### src/rtl/qbert_input_pkg.sv
// Shared definitions for the Q*bert-family input conditioning blocks.
package qbert_input_pkg;

  localparam int SPIN_FRAC_BITS = 3;
  localparam int SPIN_ACC_W     = 11;
  localparam logic [1:0] INIT_LAST = 2'd2;

  typedef enum logic {
    INIT = 1'b0,
    RUN  = 1'b1
  } spin_state_t;

  // Sign-extend a spinner delta to accumulator width and scale by 2^-sens.
  function automatic logic [SPIN_ACC_W-1:0] scale_delta(input logic [7:0] d,
                                                        input logic [1:0] sens);
    logic [SPIN_ACC_W-1:0] sx;
    logic [1:0]            sh;
    sx = {{(SPIN_ACC_W-8){d[7]}}, d};
    sh = 2'(SPIN_FRAC_BITS) - sens;
    return sx << sh;
  endfunction

endpackage

### src/rtl/toggle_sync.sv
// Two-flop synchroniser for a toggle-encoded event flag, with edge detect.
// While load_ref_i is high the reference tracks the input but no event is reported.
module toggle_sync (
  input  logic clk_sys,
  input  logic reset,
  input  logic d_i,
  input  logic load_ref_i,
  output logic event_o
);

  logic [1:0] sync_q;
  logic       ref_q;

  always_ff @(posedge clk_sys or posedge reset) begin
    if (reset) begin
      sync_q <= '0;
      ref_q  <= 1'b0;
    end else begin
      sync_q <= {sync_q[0], d_i};
      ref_q  <= sync_q[1];
    end
  end

  assign event_o = (sync_q[1] ^ ref_q) & ~load_ref_i;

endmodule

### src/rtl/spinner_accum.sv
// Accumulates spinner deltas and digital spin ticks into an absolute dial position.
// state | meaning
// INIT  | 3 cycles after reset: edge reference absorbs the current toggle level
// RUN   | captures and ticks update the accumulator
module spinner_accum
  import qbert_input_pkg::*;
#(
  parameter int RATE_DIV     = 20000,
  parameter int DIGITAL_STEP = 2
) (
  input  logic       clk_sys,
  input  logic       reset,
  input  logic [8:0] spinner,
  input  logic       joy_left,
  input  logic       joy_right,
  input  logic [1:0] sens,
  output logic [7:0] position,
  output logic       moved
);

  localparam int CNT_W = $clog2(RATE_DIV);
  localparam logic [CNT_W-1:0]      CNT_LAST = CNT_W'(RATE_DIV - 1);
  localparam logic [SPIN_ACC_W-1:0] DIG_INC  = SPIN_ACC_W'(DIGITAL_STEP << SPIN_FRAC_BITS);

  spin_state_t state_q, state_d;
  logic [1:0]  init_cnt_q, init_cnt_d;
  logic        load_ref;
  logic        run;

  logic        spin_evt;
  logic        cap_vld_q, cap_vld_d;
  logic [7:0]  cap_data_q, cap_data_d;

  logic [CNT_W-1:0] cnt_q, cnt_d;
  logic             dig_active;
  logic             tick;

  logic [SPIN_ACC_W-1:0] acc_q, acc_d;
  logic [SPIN_ACC_W-1:0] spin_inc, dig_inc;
  logic                  moved_q, moved_d;

  toggle_sync u_toggle_sync (
    .clk_sys   (clk_sys),
    .reset     (reset),
    .d_i       (spinner[8]),
    .load_ref_i(load_ref),
    .event_o   (spin_evt)
  );

  always_ff @(posedge clk_sys or posedge reset) begin
    if (reset) begin
      state_q    <= INIT;
      init_cnt_q <= '0;
    end else begin
      state_q    <= state_d;
      init_cnt_q <= init_cnt_d;
    end
  end

  always_comb begin
    state_d    = state_q;
    init_cnt_d = init_cnt_q;
    load_ref   = 1'b0;
    run        = 1'b0;
    case (state_q)
      INIT: begin
        load_ref = 1'b1;
        if (init_cnt_q == INIT_LAST) begin
          state_d    = RUN;
          init_cnt_d = '0;
        end else begin
          init_cnt_d = init_cnt_q + 2'd1;
        end
      end
      RUN: run = 1'b1;
      default: state_d = INIT;
    endcase
  end

  // Delta data is stable long after the toggle, so it is captured unsynchronised.
  always_comb begin
    cap_vld_d  = run & spin_evt;
    cap_data_d = cap_data_q;
    if (cap_vld_d) cap_data_d = spinner[7:0];
  end

  always_comb begin
    dig_active = run & (joy_left ^ joy_right);
    tick       = dig_active && (cnt_q == CNT_LAST);
    cnt_d      = '0;
    if (dig_active && !tick) cnt_d = cnt_q + 1'b1;
  end

  always_comb begin
    spin_inc = cap_vld_q ? scale_delta(cap_data_q, sens) : '0;
    dig_inc  = '0;
    if (tick) dig_inc = joy_right ? DIG_INC : -DIG_INC;
    acc_d    = acc_q + spin_inc + dig_inc;
    moved_d  = acc_d[SPIN_ACC_W-1:SPIN_FRAC_BITS] != acc_q[SPIN_ACC_W-1:SPIN_FRAC_BITS];
  end

  always_ff @(posedge clk_sys or posedge reset) begin
    if (reset) begin
      cap_vld_q  <= 1'b0;
      cap_data_q <= '0;
      cnt_q      <= '0;
      acc_q      <= '0;
      moved_q    <= 1'b0;
    end else begin
      cap_vld_q  <= cap_vld_d;
      cap_data_q <= cap_data_d;
      cnt_q      <= cnt_d;
      acc_q      <= acc_d;
      moved_q    <= moved_d;
    end
  end

  assign position = acc_q[SPIN_ACC_W-1:SPIN_FRAC_BITS];
  assign moved    = moved_q;

endmodule

### config.mk
export PLATFORM = sky130hd
export DESIGN_NAME = spinner_accum
export DESIGN_NICKNAME = d
export VERILOG_FILES = /design/src/rtl/qbert_input_pkg.sv /design/src/rtl/toggle_sync.sv /design/src/rtl/spinner_accum.sv
export SDC_FILE = /design/constraint.sdc
export NUM_CORES = 1
export LEC_CHECK = 0
export ABC_AREA = 1
export BUFFER_PORTS_ARGS = -buffer_cell sky130_fd_sc_hd__buf_2
export CORE_MARGIN = 5
export CORE_UTILIZATION = 31
export CTS_CLUSTER_DIAMETER = 80
export DETAILED_ROUTE_END_ITERATION = 10
export HOLD_SLACK_MARGIN = 0.06
export PLACE_DENSITY_LB_ADDON = 0.2
export SLEW_MARGIN = 10
export SYNTH_ARGS = -nofsm -noshare
export SYNTH_HDL_FRONTEND = slang
export SYNTH_HIERARCHICAL = 1
export SYNTH_SLANG_ARGS = --single-unit
### constraint.sdc
create_clock -name clk_sys -period 3.9 [get_ports clk_sys]
set_clock_uncertainty 0.2 [all_clocks]
set_input_delay 0.78 -clock clk_sys [delete_from_list [all_inputs] [get_ports clk_sys]]
set_output_delay 0.78 -clock clk_sys [all_outputs]
set_load 0.05 [all_outputs]
# [After elaboration in Yosys (flattened, before gate mapping)]
# Cells that the tools add are included.
[word_totals] reg_bits=42 inputBits=15 output_inout_bits=9 word_cells=34
[classes] n_addsub=5 eq_ne=3 n_shift=1 mux=8 bitwise=5 reduce_logical=3
[op_table] cell="$mux 11" count=3
[op_table] cell="$add 11x11->11" count=2
[op_table] cell="$add 15x1->15 const B" count=1
[op_table] cell="$eq 15x15->1 const B" count=1
[op_table] cell="$mux 15" count=1
[op_table] cell="$shl 11x2->11" count=1
[op_table] cell="$ne 8x8->1" count=1
[op_table] cell="$and 1x1->1" count=3
[op_table] cell="$mux 1" count=3
[op_table] cell="$add 2x1->2 const B" count=1
[op_table] cell="$eq 2x2->1 const B" count=1
[op_table] cell="$logic_and 1x1->1" count=2
[op_table] cell="$mux 2" count=1
[op_table] cell="$sub 2x2->2 const A" count=1
[op_table] cell="$xor 1x1->1" count=2
[op_table] cell="$logic_not 1->1" count=1

# [Depth between registers and ports, before layout]
# Gate-level depths: netlist of the first run.
[depth] word_depth=6 depth_mapped=22 depth_no_buf=22

# [By module]
# Netlist of the first run, hierarchy kept.
[by_module_without_submodules] mod="spinner_accum" n_inst=1 cells_each=340 area_per_inst_um2=2665.1 seq_area_each_um2=975.9
[by_module_without_submodules] mod="toggle_sync" n_inst=1 cells_each=9 area_per_inst_um2=97.6 seq_area_each_um2=75.1

# [Least setup slack after synthesis of the first run]
# OpenSTA, ideal clock, no wires.
[synth_timing] kind="in2reg" start="in joy_left" end="reg moved_q, in the netlist moved" setup_ps=119 t_arrival_ps=3385 required_time_ps=3581 path_slack_ps=197 path_stages=17 n_path_buf=0 cell_sequence="nand2_1 -> nand2_1 -> nor2_1 -> nand4_1 -> nor2_1 -> fa_1 -> ha_1 -> a21oi_1 -> nand2_1 -> nand2_1 -> nand2_1 -> nor2_2 -> nand3_1 -> nand3_1 -> nand2_1 -> nor2_1 -> nand2_1"
[synth_via] elab_chain_cells=6
[synth_lines] item="start, declared" line="spinner_accum.sv:14" source="input logic joy_left,"
[synth_lines] item="$xor 1x1->1" line="spinner_accum.sv:88" source="dig_active = run & (joy_left ^ joy_right);"
[synth_lines] item="$and 1x1->1" line="spinner_accum.sv:88"
[synth_lines] item="$logic_and 1x1->1" line="spinner_accum.sv:89" source="tick = dig_active && (cnt_q == CNT_LAST);"
[synth_lines] item="$mux 11" line="spinner_accum.sv:97" source="if (tick) dig_inc = joy_right ? DIG_INC : -DIG_INC;"
[synth_lines] item="$add 11x11->11" line="spinner_accum.sv:98" source="acc_d = acc_q + spin_inc + dig_inc;"
[synth_lines] item="$ne 8x8->1" line="spinner_accum.sv:99" source="moved_d = acc_d[SPIN_ACC_W-1:SPIN_FRAC_BITS] != acc_q[SPIN_ACC_W-1:SPIN_FRAC_BITS];"
[synth_lines] item="net moved_d" line="spinner_accum.sv:40" source="logic moved_q, moved_d;"
[synth_lines] item="end signal, assigned" line="spinner_accum.sv:114" source="moved_q <= moved_d;"
[synth_lines] item="end, declared" line="spinner_accum.sv:40"
# The timed path passes the listed nets, and every way through them passes these cells.
# A chain may end at the register's enable or synchronous reset.

# [Final worst setup path of the first run]
[layout_timing] start="reg cnt_q[0]" end="reg moved_q, in the netlist moved"
[layout_via] elab_chain_cells=5
[layout_lines] item="start, declared" line="spinner_accum.sv:34" source="logic [CNT_W-1:0] cnt_q, cnt_d;"
[layout_lines] item="start signal, assigned" line="spinner_accum.sv:112" source="cnt_q <= cnt_d;"
[layout_lines] item="$eq 15x15->1" line="spinner_accum.sv:89"
[layout_lines] item="$logic_and 1x1->1" line="spinner_accum.sv:89"
[layout_lines] item="$mux 11" line="spinner_accum.sv:97"
[layout_lines] item="$add 11x11->11" line="spinner_accum.sv:98"
[layout_lines] item="$ne 8x8->1" line="spinner_accum.sv:99"
[layout_lines] item="net moved_d" line="spinner_accum.sv:40"
# The timed path passes the listed nets, and every way through them passes these cells.

==> results of run 1 <==
## synthesized netlist by cell type (5+ instances only)
cell type,n
sky130_fd_sc_hd__inv_1,44
sky130_fd_sc_hd__fa_1,7
sky130_fd_sc_hd__nor2_1,36
sky130_fd_sc_hd__nand2_1,97
sky130_fd_sc_hd__o21ai_0,9
sky130_fd_sc_hd__buf_4,9
sky130_fd_sc_hd__ha_1,14
sky130_fd_sc_hd__dfrtp_1,42
sky130_fd_sc_hd__nand4_1,5
sky130_fd_sc_hd__nor2_2,8
sky130_fd_sc_hd__o22ai_1,8
sky130_fd_sc_hd__nand3_1,18
sky130_fd_sc_hd__a21oi_1,13
sky130_fd_sc_hd__mux2i_1,5
## power breakdown
group	leakage, nW	total (mW)	switching [mW]	internal [mW]
Sequential	0.524	0.586	0.0705	0.516
Combinational	1.01	0.911	0.586	0.325
Clock	0.0563	0.369	0.174	0.195
Total	1.59	1.87	0.831	1.04
## cells by family after synthesis
group	count (synthesis)	synth area share [%]
buf+inv	57	9.01
compound gates	36	7.47
simple gates	181	29.5
mux	5	1.81
fa+ha+maj	21	11.4
flops	42	38.0
xor+xnor	7	2.72
## area by class of cell
class / instances / area share, %
clock buffer: 5 / 2.23
clock inverter: 3 / 1.58
inverter: 46 / 5.60
multi-input combinational: 250 / 47.4
sequential: 42 / 34.1
tap: 108 / 4.38
timing repair buffer: 27 / 4.71
## per-stage QoR
| stage | util [%] | area (um2) | cells |
|---|---|---|---|
| 2_1_floorplan | - | 2760 | 349 |
| 3_3_place_gp | 34.0 | 2970 | 473 |
| 3_5_place_dp | 34.0 | 2970 | 473 |
| 4_1_cts | 35.4 | 3080 | 481 |
| 5_1_grt | 35.4 | 3080 | 481 |
| 6_report | 35.4 | 3080 | 481 |
## final timing paths
path / start / endpoint / slack, ns / cells after the start
max: cnt_q[0]$_DFF_PP0_ / moved$_DFF_PP0_ / 0.38 / 20
min: reset / u_toggle_sync/sync_q[0]$_DFF_PP0_ / 0.13 / 2
max reg2reg: cnt_q[0]$_DFF_PP0_ / moved$_DFF_PP0_ / 0.38 / 20
min reg2reg: u_toggle_sync/sync_q[0]$_DFF_PP0_ / u_toggle_sync/sync_q[1]$_DFF_PP0_ / 0.16 / 0
max in group asynchronous: reset / cnt_q[4]$_DFF_PP0_ / 2.76 / 3
min in group clk_sys: u_toggle_sync/sync_q[0]$_DFF_PP0_ / u_toggle_sync/sync_q[1]$_DFF_PP0_ / 0.16 / 0
## cells in the final DEF (no fill, tap or decap), types with 9 or more instances in the layout
cell type	netlist	routed
sky130_fd_sc_hd__nor2_1	36	36
sky130_fd_sc_hd__buf_2	1	23
sky130_fd_sc_hd__ha_1	14	14
sky130_fd_sc_hd__o21ai_0	9	9
sky130_fd_sc_hd__a21oi_1	13	13
sky130_fd_sc_hd__nand2_1	97	97
sky130_fd_sc_hd__nand3_1	18	18
sky130_fd_sc_hd__dfrtp_1	42	42
sky130_fd_sc_hd__inv_1	44	44
## flip-flops by register name, indices dropped and copies added (netlist names)
name and flops:
cap_vld_q 1, acc_q 11, cnt_q 15, state_q 1, u_toggle_sync/sync_q 2, u_toggle_sync/ref_q 1, cap_data_q 8, moved 1
init_cnt_q 2
## metal layers
metal	up-vias	wire length (um)
li1	1151	-
met1	959	2940
met2	35	2270
met3	6	247
met4	0	80
met5	-	0
==> impl_metrics.csv, run 1 <==
group,metric,value,unit
floorplan,ios,24,
drt,detail_route.first_pass.iterations,4,
timing,drv_slew,0,
timing,setup_repair_after_global_routing_missed_its_margin,"no",
cells_and_area,syn2layout_area_growth,11.6,%
synth,synth.yosys.seq_area_share,38.0,%
synth,ys.flop_type,"sky130_fd_sc_hd__dfrtp_1",
timing,post-route-period-util,90.1,%
clock_network,clk_path_buf_depth,2,
drt,vias,2151,
cells_and_area,antenna_cells,0,
pwr,vdd_ir_drop_max,0.170,mV
worst_setup_path,timing.critical_path.slowest_stage_cell,"sky130_fd_sc_hd__fa_1",
grt,groute.layer.met3.usage,2.86,%
status,outcome,"finished clean",
worst_setup_path,timing.critical_path.buf_inv,2,
floorplan,core_area,8720,um2
timing,worst_hold_slack,0.125,ns
place,numPortBuffers,23,
clock_network,worst_setup_hold_path_clk_slew,0.09,ns
timing,slew_headroom,53.8,%
grt,use_met2,15.4,%
grt,grt_max_degree,40,
timing,final_setup_violation_count,0,
synth,syn-cell-area,2760,um2
clock_network,cts.hold.buffers_added,0,
worst_setup_path,cpMostUsedCell,"sky130_fd_sc_hd__nand2_1",
synth,ffs_w_async_s_r_synth,100,%
place,place_hpwl,4390,um
run,max_cap_violations,0,
worst_setup_path,timing.critical_path.from_type,"flip-flop",
timing,finalCriticalPeriod,3.52,ns
cells_and_area,finish.net_count,408,
synth,post_synth_inst_count,349,
cells_and_area,fillerInstances,900,
cells_and_area,post_route_cells_drive_above_1_share,14.7,%
synth,syn_avg_cell_area,7.92,um2
worst_setup_path,setup.worst_path.end_class,"flip-flop",
cells_and_area,multi_input_comb_area,1460,um2
synth,mappedNetlistNets,385,
worst_setup_path,path_class,"reg -> reg",
worst_setup_path,crit_path_cell_trace,"ha_1 -> nand2_1 -> nor2_2 -> nand2_1 -> inv_1 -> nand4_1 -> nor2_1 -> buf_4 -> fa_1 -> ha_1 -> a21oi_1 -> nand2_1 -> nand2_1 -> nand2_1 -> nor2_2 -> nand3_1 -> nand3_1 -> nand2_1 -> nor2_1 -> nand2_1",
grt,global_route_track_usage_on_met1,15.9,%
grt,grt_pass1_wl,9820,um
grt,grt_overflow_total,0,
pwr,power,1.87,mW
worst_setup_path,cp.required,3.90,ns
synth,synthDistinctLibCells,36,
cells_and_area,ff_latch_area,1050,um2
pwr,pd_cells,605,nW/um2
clock_network,count_of_clock_tree_sinks,42,
grt,grt_usage,10.9,%
clock_network,cts_setup_buffers,0,
synth,post-synth-top-area-fraction,38.0,%
floorplan,floorplan.initialDensity,31.7,%
worst_setup_path,timing.critical_path.arrival,3.52,ns
timing,finalHoldViolations,0,
floorplan,dieArea,10900,um2
grt,initial_antenna_violation_count,0,
clock_network,number_of_instances_resized_during_post_cts_repair,0,
floorplan,row_count,34,
drt,routed_wire_length_per_instance,11.5,um
synth,synthesis.yosys.warnings,6,
timing,tns,0,ns
worst_setup_path,worst_path_largest_cell_delay,0.43,ns
timing,worst_slack,0.385,ns
timing,tightestPinTransition,0.689,ns
timing,maximum_achievable_frequency,0.284,GHz
grt,vias_in_the_first_global_route,2102,
clock_network,number_of_levels_in_the_clock_h_tree,2,
place,gp_congestion,0.805,
synth,synth_top_cells_by_area,"sky130_fd_sc_hd__dfrtp_1, sky130_fd_sc_hd__nand2_1, sky130_fd_sc_hd__ha_1",
drt,vias_cell,4.47,
pwr,leakagePower,1.59,nW
place,place_ws,0.118,ns
drt,drt_first_iter_violations,83,
clock_network,clock-root-buffer,"sky130_fd_sc_hd__clkbuf_8",
floorplan,die_height,104,um
synth,synth.ff_latch_count,42,
synth,synth_top_area_cell,"sky130_fd_sc_hd__dfrtp_1",
synth,number_of_enable_flip_flop_cells_after_synthesis,0,
grt,busiest_layer,"met1",
worst_hold_path,worst_hold_path_type,"in -> async",
worst_setup_path,critical_path.max_fanout,5,
clock_network,clock_insertion_delay_worst_skew,0.31,ns
worst_setup_path,cp_top_family,"simple AND/OR/NAND/NOR gates",
clock_network,cts_buffers,5,
drt,drc_errors,0,
clock_network,clock_tree_from_tritoncts,"yes",
floorplan,floorplan.die.width,104,um
drt,wirelength,5530,um
drt,count_of_nets_left_with_antenna_violations_after_detail_routing,0,
(Power assumes the default switching activity.)
==> inputs of run 2 (changes only) <==
--- a/config.mk
+++ b/config.mk
@@ -5,7 +5,7 @@
 export SDC_FILE = /design/constraint.sdc
 export NUM_CORES = 1
 export LEC_CHECK = 0
-export ABC_AREA = 1
+export ABC_AREA = 0
 export BUFFER_PORTS_ARGS = -buffer_cell sky130_fd_sc_hd__buf_2
 export CORE_MARGIN = 5
 export CORE_UTILIZATION = 31
@@ -13,6 +13,7 @@
 export DETAILED_ROUTE_END_ITERATION = 10
 export HOLD_SLACK_MARGIN = 0.06
 export PLACE_DENSITY_LB_ADDON = 0.2
+export REMOVE_ABC_BUFFERS = 1
 export SLEW_MARGIN = 10
 export SYNTH_ARGS = -nofsm -noshare
 export SYNTH_HDL_FRONTEND = slang
==> run 2 against run 1 <==
  * Power increased by 22%
  * Combinational power up 51%
  * Area after synthesis is 0.14% lower
  * Non-clock buffer count grew 26
  * Via count shrank 11%
  * Largest power group unchanged
  * Wire length is 0.60% lower
  * Cell area grew 8.0%
  * Highest routed layer unchanged
  * Largest cell class unchanged
  * Final cell count decreased by 14%
  * Fmax fell by 5.0%
  * Worst hold slack better by 0.016 ns
  * Die area down 0.12%
==> impl_metrics.csv, run 2 <==
group,metric,value,unit
clock_network,number_of_levels_in_the_clock_h_tree,2,
drt,drt_first_iter_violations,38,
cells_and_area,finish.net_count,343,
timing,final_setup_violation_count,0,
timing,finalCriticalPeriod,3.70,ns
drt,vias,1912,
drt,routed_wire_length_per_instance,13.2,um
synth,yosysMostFrequentCell,"sky130_fd_sc_hd__dfrtp_1",
worst_hold_path,worst_hold_path_type,"in -> async",
cells_and_area,final_common_cell,"sky130_fd_sc_hd__dfrtp_1",
synth,synth_top_cells_by_area,"sky130_fd_sc_hd__dfrtp_1, sky130_fd_sc_hd__ha_1, sky130_fd_sc_hd__xnor2_1",
drt,drc_errors,0,
timing,finalHoldViolations,0,
floorplan,floorplan.die.width,104,um
synth,post-synth-top-area-fraction,38.1,%
timing,drv_slew,0,
grt,vias_in_the_first_global_route,1990,
worst_setup_path,critical_path.max_fanout,5,
floorplan,ios,24,
grt,grt_pass1_wl,9340,um
timing,post-route-period-util,94.8,%
floorplan,core_area,8680,um2
grt,grt_overflow_total,0,
cells_and_area,multi_input_comb_area,1650,um2
timing,tightestPinTransition,0.515,ns
clock_network,clk_path_buf_depth,2,
status,outcome,"finished clean",
worst_setup_path,setup.worst_path.end_class,"flip-flop",
cells_and_area,antenna_cells,0,
synth,number_of_enable_flip_flop_cells_after_synthesis,0,
clock_network,cts_buffers,5,
run,max_cap_violations,0,
pwr,leakagePower,1.56,nW
synth,synth.ff_latch_count,42,
drt,count_of_nets_left_with_antenna_violations_after_detail_routing,0,
worst_setup_path,cp.required,3.86,ns
cells_and_area,most_frequent_cells_in_the_layout,"sky130_fd_sc_hd__dfrtp_1, sky130_fd_sc_hd__nor2_1, sky130_fd_sc_hd__buf_4",
synth,post_synth_inst_count,264,
clock_network,clock_insertion_delay_worst_skew,0.30,ns
synth,synth_top_area_cell,"sky130_fd_sc_hd__dfrtp_1",
worst_setup_path,path_class,"reg -> reg",
synth,synthesis.yosys.warnings,6,
cells_and_area,largest_register,"cnt_q",
synth,synth_common_cells,"sky130_fd_sc_hd__dfrtp_1, sky130_fd_sc_hd__nor2_1, sky130_fd_sc_hd__nand2_1",
cells_and_area,largestRegisters,"cnt_q x15, acc_q x11, cap_data_q x8",
cells_and_area,post_route_cells_drive_above_1_share,31.2,%
floorplan,dieArea,10900,um2
place,gp_congestion,0.822,
drt,wirelength,5500,um
place,numPortBuffers,23,
timing,setup_repair_after_global_routing_missed_its_margin,"no",
drt,vias_cell,4.60,
pwr,power,2.29,mW
clock_network,clock_tree_from_tritoncts,"yes",
synth,synthDistinctLibCells,49,
worst_setup_path,timing.critical_path.arrival,3.66,ns
floorplan,die_height,104,um
clock_network,clock-root-buffer,"sky130_fd_sc_hd__clkbuf_8",
synth,ffs_w_async_s_r_synth,100,%
cells_and_area,fin_util,38.4,%
clock_network,count_of_clock_tree_sinks,42,
synth,synth.yosys.seq_area_share,38.1,%
cells_and_area,largest_register_ff_count,15,
worst_setup_path,timing.critical_path.from_type,"flip-flop",
cells_and_area,ff_latch_area,1050,um2
pwr,vdd_ir_drop_max,0.249,mV
clock_network,worst_setup_hold_path_clk_slew,0.08,ns
grt,grt_max_degree,40,
grt,grt_usage,10.4,%
floorplan,row_count,34,
synth,syn_avg_cell_area,10.5,um2
floorplan,floorplan.initialDensity,31.8,%
drt,detail_route.first_pass.iterations,4,
synth,syn-cell-area,2760,um2
synth,ys.flop_type,"sky130_fd_sc_hd__dfrtp_1",
grt,initial_antenna_violation_count,0,
place,place_hpwl,4080,um
cells_and_area,syn2layout_area_growth,20.7,%
pwr,pd_cells,686,nW/um2
cells_and_area,fillerInstances,868,
clock_network,cts.hold.buffers_added,0,
timing,maximum_achievable_frequency,0.270,GHz
timing,slew_headroom,65.7,%
==> run 2: cell families after synthesis <==
kind of cell             Yosys count  share of synthesized area, %
AO/OA/AOI/OAI                     32                          7.85
buffers and inverters             32                          6.49
flip-flops                        42                          38.1
multiplexers                      16                          7.17
adder cells (fa/ha/maj)           21                          11.4
XOR/XNOR                          32                          11.7
AND/OR/NAND/NOR                   89                          17.3
==> run 2: per-stage QoR <==
step                      instances  setup WS, ns  hold WS, ns  area [um2]  TNS [ns]
after floorplan                 247       -0.0614        0.131        2640   -0.0614
after global placement          408       -0.0457        0.133        3110   -0.0457
after detailed placement        408        -0.106        0.136        3110    -0.106
after CTS                       416       0.00449        0.132        3210         0
after global routing            416       0.00625        0.130        3330         0
final                           416         0.201        0.141        3330         0
==> run 2: worst max-delay path: stages (launching register included) <==
cell and delay (ns):
sky130_fd_sc_hd__dfrtp_1 0.39, sky130_fd_sc_hd__or4bb_4 0.55, sky130_fd_sc_hd__nor4_4 0.29, sky130_fd_sc_hd__nor3b_4 0.23, sky130_fd_sc_hd__buf_6 0.14, sky130_fd_sc_hd__fa_1 0.45
sky130_fd_sc_hd__ha_4 0.32, sky130_fd_sc_hd__buf_6 0.11, sky130_fd_sc_hd__and3_1 0.16, sky130_fd_sc_hd__o2bb2ai_2 0.13, sky130_fd_sc_hd__o22ai_2 0.11, sky130_fd_sc_hd__xnor2_2 0.22
sky130_fd_sc_hd__xnor2_1 0.14, sky130_fd_sc_hd__o2111ai_1 0.12
==> run 2: timing repair <==
item,4_1_cts,5_1_grt
buffers inserted,0,0
endpoints found under the setup margin,1,1
resized for setup,4,20
endpoints found under the hold margin,0,0
pin swaps,1,12
==> run 2: layout make-up <==
| class | instances | share of cell area (%) |
|---|---|---|
| Timing Repair Buffer | 53 | 10.4 |
| Clock buffer | 6 | 2.18 |
| Sequential cell | 42 | 31.6 |
| Multi-Input combinational cell | 190 | 49.7 |
| Tap cell | 108 | 4.06 |
| Clock inverter | 2 | 0.413 |
| Inverter | 15 | 1.69 |
==> run 2: per-layer routing <==
| metal | vias to the layer above | track usage, % | wire, um |
|---|---|---|---|
| met3 | 7 | 2.23 | 157 |
| met4 | 0 | 3.15 | 61 |
| met5 | - | 0 | 0 |
| met2 | 20 | 17.0 | 2690 |
| li1 | 973 | - | - |
| met1 | 912 | 13.8 | 2590 |
==> run 2: where the power goes <==
part | switching, mW | total, mW | internal [mW] | leakage [nW]
sequential | 0.0932 | 0.614 | 0.521 | 0.521
clock | 0.160 | 0.287 | 0.127 | 0.0452
combinational | 0.702 | 1.38 | 0.682 | 0.993
==> run 2: worst paths after layout <==
path                                                     endpoint  slack, ns                         startpoint  depth (start not counted)
worst min register to register  u_toggle_sync/sync_q[1]$_DFF_PP0_       0.15  u_toggle_sync/sync_q[0]$_DFF_PP0_                          0
max in group asynchronous                      acc_q[4]$_DFF_PP0_       2.74                              reset                          3
worst min-delay path            u_toggle_sync/sync_q[0]$_DFF_PP0_       0.14                              reset                          2
worst max-delay path                              moved$_DFF_PP0_       0.20                 cnt_q[5]$_DFF_PP0_                         13
min in group clk_sys            u_toggle_sync/sync_q[1]$_DFF_PP0_       0.15  u_toggle_sync/sync_q[0]$_DFF_PP0_                          0
worst max register to register                    moved$_DFF_PP0_       0.20                 cnt_q[5]$_DFF_PP0_                         13
